<file path="src/rtl/subterranean_squeezer.sv">
// Output-side controller for the Subterranean 2.0 duplex: loads a state, runs blank
// rounds, then squeezes 32-bit words out through a valid/ready stream.

module subterranean_round (
  input  logic [256:0] a,
  input  logic [32:0]  din,
  output logic [256:0] o,
  output logic [31:0]  dout
);
  localparam int N = 257;

  // Position of duplex/extract lane j is 176^j mod 257 (176 = 12^4).
  function automatic int extract_pos(input int j);
    int r;
    r = 1;
    for (int k = 0; k < j; k++) r = (r * 176) % N;
    return r;
  endfunction

  function automatic int inject_lane(input int idx);
    int r;
    int res;
    r   = 1;
    res = -1;
    for (int j = 0; j < 33; j++) begin
      if (r == idx && res < 0) res = j;
      r = (r * 176) % N;
    end
    return res;
  endfunction

  logic [N-1:0] chi;
  logic [N-1:0] theta;
  logic [N-1:0] pi_s;
  logic [N-1:0] inj;

  genvar i;
  genvar j;

  // chi with iota folded into bit 0, then theta and pi.
  for (i = 0; i < N; i++) begin : g_step
    if (i == 0) begin : g_iota
      assign chi[i] = ~(a[i] ^ (~a[(i + 1) % N] & a[(i + 2) % N]));
    end else begin : g_chi
      assign chi[i] = a[i] ^ (~a[(i + 1) % N] & a[(i + 2) % N]);
    end
    assign theta[i] = chi[i] ^ chi[(i + 3) % N] ^ chi[(i + 8) % N];
    assign pi_s[i]  = theta[(12 * i) % N];
  end

  for (i = 0; i < N; i++) begin : g_inj
    localparam int LANE = inject_lane(i);
    if (LANE >= 0) begin : g_on
      assign inj[i] = din[LANE];
    end else begin : g_off
      assign inj[i] = 1'b0;
    end
  end

  assign o = pi_s ^ inj;

  for (j = 0; j < 32; j++) begin : g_ext
    localparam int P = extract_pos(j);
    assign dout[j] = a[P] ^ a[N - P];
  end
endmodule

module subterranean_squeezer #(
  parameter int BLANK_ROUNDS = 8,
  parameter int CNT_WIDTH    = 16
) (
  input  logic                 clk,
  input  logic                 rst,
  input  logic [256:0]         load_state,
  input  logic [CNT_WIDTH-1:0] load_num_words,
  input  logic                 load_valid,
  output logic                 load_ready,
  output logic [31:0]          dout,
  output logic                 dout_valid,
  input  logic                 dout_ready,
  output logic                 busy,
  output logic                 done
);
  localparam int BW = (BLANK_ROUNDS < 1) ? 1 : $clog2(BLANK_ROUNDS + 1);
  localparam logic [BW-1:0]        BLANK_INIT = BW'(BLANK_ROUNDS);
  localparam logic [BW-1:0]        BLANK_ONE  = BW'(1);
  localparam logic [CNT_WIDTH-1:0] CNT_ONE    = CNT_WIDTH'(1);

  typedef enum logic [1:0] {
    S_IDLE,
    S_BLANK,
    S_SQUEEZE,
    S_DRAIN
  } fsm_t;

  fsm_t                 fsm_q, fsm_d;
  logic [256:0]         state_q, state_d;
  logic [CNT_WIDTH-1:0] cnt_q, cnt_d;
  logic [BW-1:0]        blank_q, blank_d;
  logic [31:0]          dout_d;
  logic                 dout_valid_d;
  logic                 done_d;

  logic [256:0] round_o;
  logic [31:0]  round_dout;

  subterranean_round u_round (
    .a    (state_q),
    .din  (33'h000000001),
    .o    (round_o),
    .dout (round_dout)
  );

  assign load_ready = (fsm_q == S_IDLE);
  assign busy       = (fsm_q != S_IDLE);

  always_comb begin
    // NOTE: every signal gets a default before the case so no path leaves it unassigned (no latches).
    fsm_d        = fsm_q;
    state_d      = state_q;
    cnt_d        = cnt_q;
    blank_d      = blank_q;
    dout_d       = dout;
    dout_valid_d = dout_valid;
    done_d       = 1'b0;

    unique case (fsm_q)
      S_IDLE: begin
        if (load_valid) begin
          state_d = load_state;
          cnt_d   = load_num_words;
          blank_d = BLANK_INIT;
          fsm_d   = (BLANK_ROUNDS == 0) ? S_SQUEEZE : S_BLANK;
        end
      end
      S_BLANK: begin
        state_d = round_o;
        blank_d = blank_q - BLANK_ONE;
        if (blank_q <= BLANK_ONE) fsm_d = S_SQUEEZE;
      end
      S_SQUEEZE: begin
        if (cnt_q == '0) begin
          // The last word may be consumed on this same edge.
          if (dout_ready) dout_valid_d = 1'b0;
          fsm_d = S_DRAIN;
        end else if (!dout_valid || dout_ready) begin
          dout_d       = round_dout;
          dout_valid_d = 1'b1;
          state_d      = round_o;
          cnt_d        = cnt_q - CNT_ONE;
        end
      end
      S_DRAIN: begin
        if (!dout_valid || dout_ready) begin
          dout_valid_d = 1'b0;
          done_d       = 1'b1;
          fsm_d        = S_IDLE;
        end
      end
      default: fsm_d = S_IDLE;
    endcase
  end

  // NOTE: sequential state uses non-blocking assignments so all registers update together.
  always_ff @(posedge clk) begin
    if (rst) begin
      fsm_q      <= S_IDLE;
      state_q    <= '0;
      cnt_q      <= '0;
      blank_q    <= '0;
      dout       <= '0;
      dout_valid <= 1'b0;
      done       <= 1'b0;
    end else begin
      fsm_q      <= fsm_d;
      state_q    <= state_d;
      cnt_q      <= cnt_d;
      blank_q    <= blank_d;
      dout       <= dout_d;
      dout_valid <= dout_valid_d;
      done       <= done_d;
    end
  end
endmodule
</file>
<file path="config.mk">
export PLATFORM = sky130hd
export DESIGN_NAME = subterranean_squeezer
export DESIGN_NICKNAME = d
export VERILOG_FILES = /design/src/rtl/subterranean_squeezer.sv
export SDC_FILE = /design/constraint.sdc
export NUM_CORES = 1
export LEC_CHECK = 0
export BUFFER_PORTS_ARGS = -buffer_cell sky130_fd_sc_hd__buf_2
export CORE_ASPECT_RATIO = 1.5
export CORE_MARGIN = 2
export CORE_UTILIZATION = 35
export CTS_CLUSTER_SIZE = 8
export DETAILED_ROUTE_END_ITERATION = 8
export PLACE_DENSITY = 0.54
export SLEW_MARGIN = 20
export SYNTH_ARGS = -nofsm -noshare
export SYNTH_HDL_FRONTEND = slang
export SYNTH_SLANG_ARGS = --single-unit
</file>
<file path="constraint.sdc">
create_clock -name clk -period 3 [get_ports clk]
set_clock_uncertainty 0.1 [all_clocks]
set_input_delay 0.45 -clock clk [delete_from_list [all_inputs] [get_ports clk]]
set_output_delay 0.45 -clock clk [all_outputs]
set_load 0.01 [all_outputs]
</file>
==> flow_metrics.env, run 1 <==
export IMPL_finalMaxSlewViolations=0
export IMPL_io_buffers=312
export IMPL_clk_latency_ns=0.60
export IMPL_worstReg2RegStart="cnt_q[0]$_SDFFE_PP0P_"
export IMPL_cts_made_buffers=45
export IMPL_crit_fanout=62
export IMPL_row_count=116
export IMPL_wl_mm=101
export IMPL_core_um2=66800
export IMPL_rsz0062_at_grt="no"
export IMPL_synth_nets=2846
export IMPL_drt_pass1_iterations=5
export IMPL_yosys_warnings=0
export IMPL_hold_viol_final=0
export IMPL_startpoint="cnt_q[0]$_SDFFE_PP0P_"
export IMPL_synth_distinct_cells=55
export IMPL_setup_worst_path_start_class="flip-flop"
export IMPL_area_growth_pct=17.1
export IMPL_drive_gt1_share_pct=19.0
export IMPL_status="finished, final reports clean"
export IMPL_wire_per_inst_um=27.2
export IMPL_post_cts_setup_buffer_count=0
export IMPL_grt_pass1_wl_mm=143
export IMPL_drc=0
export IMPL_cts_tree="yes"
export IMPL_grt_start_max_net_pins=121
export IMPL_die_height_um=322
export IMPL_worstSetupEndpointType="flip-flop"
export IMPL_synth_fa_ha_area_share_pct=0.477
export IMPL_fin_nets=3113
export IMPL_path_class="flip-flop to flip-flop"
export IMPL_ys_async_sr_fraction_pct=0
export IMPL_final_setup_viol_count=0
export IMPL_clk_pin_slew_ns=0.05
export IMPL_avgSynthCellArea_um2=9.22
export IMPL_via_per_inst=5.38
export IMPL_hp_class="primary input to flip-flop"
export IMPL_die_area_um2=69600
export IMPL_ios=313
export IMPL_synth_edf_count=0
export IMPL_cts_root_buffer="clkbuf_16"
export IMPL_fin_tns_setup_ns=0
export IMPL_relSlewSlack_pct=42.6
export IMPL_routabilityCongestion=0.969
export IMPL_r2r_cells=10
export IMPL_synth_compound_area_share_pct=15.0
export IMPL_die_w_um=216
export IMPL_min_period_over_period_pct=93.4
export IMPL_syn_inst=2560
export IMPL_ant_nets=0
export IMPL_cp_arrival_ns=3.15
export IMPL_grt_use_total_pct=28.5
export IMPL_grt_overflow_total=0
export IMPL_tightestPinTransition_ns=0.855
export IMPL_clock_sinks=313
export IMPL_synth_simple_area_share_pct=21.4
export IMPL_maxCapViolCount=0
export IMPL_syn_cell_area_um2=23600
export IMPL_drt_iter0_markers=1455
export IMPL_synthMuxAreaShare_pct=0.276
export IMPL_min_period_ns=2.80
export IMPL_synth_top_family_by_area="XOR/XNOR gates"
export IMPL_max_freq_mhz=357
export IMPL_holdPathStages=3
export IMPL_hp_start="load_state[124]"
export IMPL_synth_xor_area_share_pct=32.9
export IMPL_synth_ff_type="dfxtp_1"
export IMPL_yosysSeqAreaShare_pct=26.5
export IMPL_via_count=20000
export IMPL_grt_pass1_vias=19900
export IMPL_dp_hpwl_mm=82.5
export IMPL_critical_path_required_ns=3.35
export IMPL_grt_antenna_before_repair=3
export IMPL_clockBufferDepth=3
export IMPL_ys_ff_latch=313
export IMPL_start_util_pct=35.4
export IMPL_htree_levels=2
state kept, by name (all words and copies together) (netlist names):
| signal | flops |
|---|---|
| done | 1 |
| blank_q | 4 |
| dout_valid | 1 |
| state_q | 257 |
| cnt_q | 16 |
| dout | 32 |
| fsm_q | 2 |
cell usage after synthesis (2+ instances only):
cell type / count / area (µm²)
nand3_1: 29 / 145
ha_1: 9 / 113
a211o_1: 148 / 1300
a31oi_1: 3 / 18.8
a22o_1: 2 / 17.5
buf_6: 3 / 33.8
or4b_2: 82 / 821
a221oi_1: 3 / 26.3
xor3_1: 43 / 1020
mux2_2: 3 / 33.8
nor2_1: 206 / 773
buf_2: 50 / 250
a21oi_1: 173 / 866
mux2i_1: 2 / 20.0
xnor2_1: 501 / 4390
nand2b_1: 67 / 419
nand3b_1: 84 / 631
xnor3_1: 104 / 2340
nor3_1: 8 / 40.0
a32o_1: 2 / 20.0
a311oi_1: 3 / 26.3
o32ai_1: 3 / 26.3
a21o_1: 2 / 15.0
nor2b_1: 200 / 1250
o211ai_1: 107 / 803
dfxtp_1: 313 / 6270
nand2_1: 162 / 608
and4_1: 2 / 17.5
o21ai_0: 20 / 100
clkbuf_1: 119 / 447
inv_1: 15 / 56.3
nor3_2: 2 / 20.0
nor4_4: 2 / 42.5
xor2_1: 3 / 26.3
a211oi_1: 37 / 278
nand4_1: 24 / 150
or3_1: 6 / 37.5
final cells by class:
| type | instances | area, µm² |
|---|---|---|
| repair buffers | 392 | 2400 |
| diodes | 1 | 2.50 |
| fillers | 6741 | 39100 |
| clock inverters | 2 | 38.8 |
| clock buffers | 50 | 1190 |
| multi-input cells | 2059 | 16600 |
| well taps | 885 | 1110 |
| flip-flops and latches | 313 | 6270 |
| inverters | 16 | 60.1 |
per-layer routing:
metal  track usage [%]  routed length (µm)  vias up
met3              4.03                5310      146
li1                  -                   -     9439
met5                 0                  23        -
met4              15.4                6110        4
met1              33.0               39500     9718
met2              50.4               50300      679
through the flow:
| step | setup slack, ns | hold WS [ns] | std cells | utilization (%) | cell area (µm²) |
|---|---|---|---|---|---|
| 3_5_place_dp | 0.268 | 0.358 | 3664 | 39.6 | 26400 |
| 3_3_place_gp | 0.350 | 0.351 | 3664 | 39.6 | 26400 |
| 5_1_grt | 0.0763 | 0.0448 | 3717 | 41.4 | 27600 |
| 2_1_floorplan | 0.572 | 0.360 | 2560 | - | 23600 |
| 4_1_cts | 0.227 | 0.00370 | 3717 | 41.4 | 27600 |
| 6_report | 0.198 | 0.0320 | 3718 | 41.4 | 27600 |
logic make-up (layout without fill, tap and decap cells):
| logic type | Yosys count | count (layout) |
|---|---|---|
| AO/OA/AOI/OAI | 508 | 508 |
| XOR/XNOR | 651 | 651 |
| adder cells (fa/ha/maj) | 9 | 9 |
| buffers and inverters | 188 | 460 |
| flip-flops | 313 | 313 |
| multiplexers | 6 | 6 |
| other | 0 | 1 |
| AND/OR/NAND/NOR | 885 | 885 |
critical path, stage by stage (launching register included):
cell,delay (ns)
dfxtp_1,0.31
inv_1,0.11
ha_1,0.22
nor3b_2,0.33
nand4_2,0.27
a21oi_4,0.29
buf_12,0.25
buf_12,0.23
buf_12,0.25
a211o_1,0.14
a21oi_1,0.07
layout by cell type (no fill, tap or decap), types with 3 or more instances in the layout:
cell,instances
inv_1,15
dfxtp_1,313
clkbuf_1,3
nand2b_1,67
nor3_1,8
a21oi_1,173
a31oi_1,3
mux2_2,3
a311oi_1,3
ha_1,8
nand2_1,162
a221oi_1,3
o32ai_1,3
nand3_1,28
nor2_1,206
nor2b_1,200
xnor2_1,501
buf_2,311
xnor3_1,104
xor3_1,43
o211ai_1,107
buf_4,61
buf_12,18
o21ai_0,20
a211o_1,148
clkbuf_16,47
or4b_2,82
xor2_1,3
or3_1,6
a211oi_1,37
nand3b_1,84
nand4_1,24
what timing repair did:
| action | CTS | global route |
|---|---|---|
| endpoints found under the hold margin | 1 | 0 |
| resized for setup | 0 | 0 |
| hold buffers | 1 | 0 |
final timing paths:
kind | end | slack (ns)
max | state_q[40]$_SDFFE_PP0P_ | 0.20
min | state_q[124]$_SDFFE_PP0P_ | 0.03
max reg2reg | state_q[40]$_SDFFE_PP0P_ | 0.20
min reg2reg | dout_valid$_SDFFE_PP0P_ | 0.36
Power of run 1 is left out: the tool's default activity adds up to more than one toggle a clock period on the data nets, which glitch-free logic cannot reach.
==> run 2: changes to the inputs <==
--- a/config.mk
+++ b/config.mk
@@ -5,13 +5,13 @@
 export SDC_FILE = /design/constraint.sdc
 export NUM_CORES = 1
 export LEC_CHECK = 0
-export BUFFER_PORTS_ARGS = -buffer_cell sky130_fd_sc_hd__buf_2
 export CORE_ASPECT_RATIO = 1.5
 export CORE_MARGIN = 2
 export CORE_UTILIZATION = 35
 export CTS_CLUSTER_SIZE = 8
 export DETAILED_ROUTE_END_ITERATION = 8
-export PLACE_DENSITY = 0.54
+export DONT_BUFFER_PORTS = 1
+export PLACE_DENSITY = 0.5
 export SLEW_MARGIN = 20
 export SYNTH_ARGS = -nofsm -noshare
 export SYNTH_HDL_FRONTEND = slang
==> flow_metrics.env, run 2 (synthesized netlist as in run 1, its figures left out) <==
export IMPL_final_common_cell="xnor2_1"
export IMPL_worstSetupEndpointType="flip-flop"
export IMPL_setup_worst_path_start_class="flip-flop"
export IMPL_min_period_ns=2.93
export IMPL_crit_family="XOR/XNOR gates"
export IMPL_drt_pass1_iterations=5
export IMPL_tightestPinTransition_ns=0.793
export IMPL_dp_hpwl_mm=81.5
export IMPL_die_w_um=216
export IMPL_cp_slowest_cell="xnor3_1"
export IMPL_wl_mm=103
export IMPL_fillers=6763
export IMPL_htree_levels=2
export IMPL_grt_pass1_wl_mm=143
export IMPL_io_buffers=0
export IMPL_rsz0062_at_grt="no"
export IMPL_fin_tns_setup_ns=0
export IMPL_grt_pass1_vias=19100
export IMPL_fin_nets=2884
export IMPL_path_buf_inv=1
export IMPL_ant_nets=0
export IMPL_cts_root_buffer="clkbuf_16"
export IMPL_cp_arrival_ns=3.36
export IMPL_largest_reg_flops=257
export IMPL_clk_latency_ns=0.60
export IMPL_path_class="flip-flop to flip-flop"
export IMPL_via_per_inst=5.53
export IMPL_critical_path_required_ns=3.43
export IMPL_clock_sinks=313
export IMPL_top_register="state_q"
export IMPL_relSlewSlack_pct=46.7
export IMPL_die_area_um2=69600
export IMPL_row_count=116
export IMPL_start_util_pct=35.4
export IMPL_drt_iter0_markers=1503
export IMPL_finalMaxSlewViolations=0
export IMPL_drc=0
export IMPL_grt_antenna_before_repair=26
export IMPL_grt_start_max_net_pins=157
export IMPL_wire_per_inst_um=29.5
export IMPL_reg_top3="state_q: 257 flops, dout: 32 flops, cnt_q: 16 flops"
export IMPL_maxCapViolCount=0
export IMPL_critical_path_cell_chain="nand2b_1, xnor2_1, xnor3_1, a211o_1, a21oi_1, dlygate4sd3_1"
export IMPL_hp_class="primary input to flip-flop"
export IMPL_area_growth_pct=14.7
export IMPL_clockBufferDepth=3
export IMPL_drive_gt1_share_pct=8.41
export IMPL_crit_fanout=4
export IMPL_ios=313
export IMPL_final_setup_viol_count=0
export IMPL_die_height_um=322
export IMPL_slowest_delay_ns=0.71
export IMPL_final_cell_mix="xnor2_1, dfxtp_1, nor2_1"
export IMPL_cts_tree="yes"
export IMPL_grt_overflow_total=0
export IMPL_clk_pin_slew_ns=0.06
export IMPL_hold_viol_final=0
export IMPL_routabilityCongestion=0.942
export IMPL_max_freq_mhz=341
export IMPL_status="finished, final reports clean"
export IMPL_grt_use_total_pct=29.0
export IMPL_core_um2=66800
export IMPL_cts_made_buffers=45
export IMPL_via_count=19400
export IMPL_min_period_over_period_pct=97.8
[run 2: path summary, 6_finish.rpt]
kind	from	end	slack (ns)	cells past startpoint
max	state_q[231]$_SDFFE_PP0P_	state_q[147]$_SDFFE_PP0P_	0.07	6
min	load_state[30]	state_q[30]$_SDFFE_PP0P_	0.03	3
max reg2reg	state_q[231]$_SDFFE_PP0P_	state_q[147]$_SDFFE_PP0P_	0.07	6
min reg2reg	state_q[56]$_SDFFE_PP0P_	state_q[56]$_SDFFE_PP0P_	0.39	2
[run 2: cell type report]
class                   count  area, µm²  share of cell area [%]
inverters                  16       60.1                   0.222
clock buffers              50       1190                    4.39
diodes                     22       55.1                   0.203
well taps                 885       1110                    4.09
repair buffers            163       1750                    6.45
flip-flops and latches    313       6270                    23.1
clock inverters             2       38.8                   0.143
multi-input cells        2059      16600                    61.4
[run 2: per-layer routing]
metal | track usage [%] | vias up | wire length, µm
li1 | - | 9023 | -
met3 | 6.19 | 169 | 6430
met5 | 0 | - | 77
met4 | 16.5 | 14 | 6710
met1 | 32.3 | 9590 | 39100
met2 | 50.8 | 609 | 51100
[run 2: worst min-delay path, delay by kind of cell]
family	cells	cell delay (ns)
AO/OA/AOI/OAI	2	0.15
AND/OR/NAND/NOR	1	0.08
[run 2: stage by stage]
step | worst slack (ns) | hold slack [ns] | utilization [%] | instances | instance area (µm²)
2_1_floorplan | 0.572 | 0.360 | - | 2560 | 23600
3_3_place_gp | 0.301 | 0.373 | 37.0 | 3338 | 24700
3_5_place_dp | 0.264 | 0.385 | 37.0 | 3338 | 24700
4_1_cts | 0.0489 | 0.00101 | 40.3 | 3486 | 26900
5_1_grt | 0.00262 | 0.0204 | 40.5 | 3501 | 27000
6_report | 0.0671 | 0.0306 | 40.5 | 3510 | 27100
[run 2: what timing repair did]
action / CTS / global route
hold endpoints to repair: 233 / 0
buffers inserted: 0 / 2
hold buffers: 96 / 0
setup endpoints to repair: 0 / 76
gates resized for setup: 0 / 10
Power of run 2 is left out for the same reason.
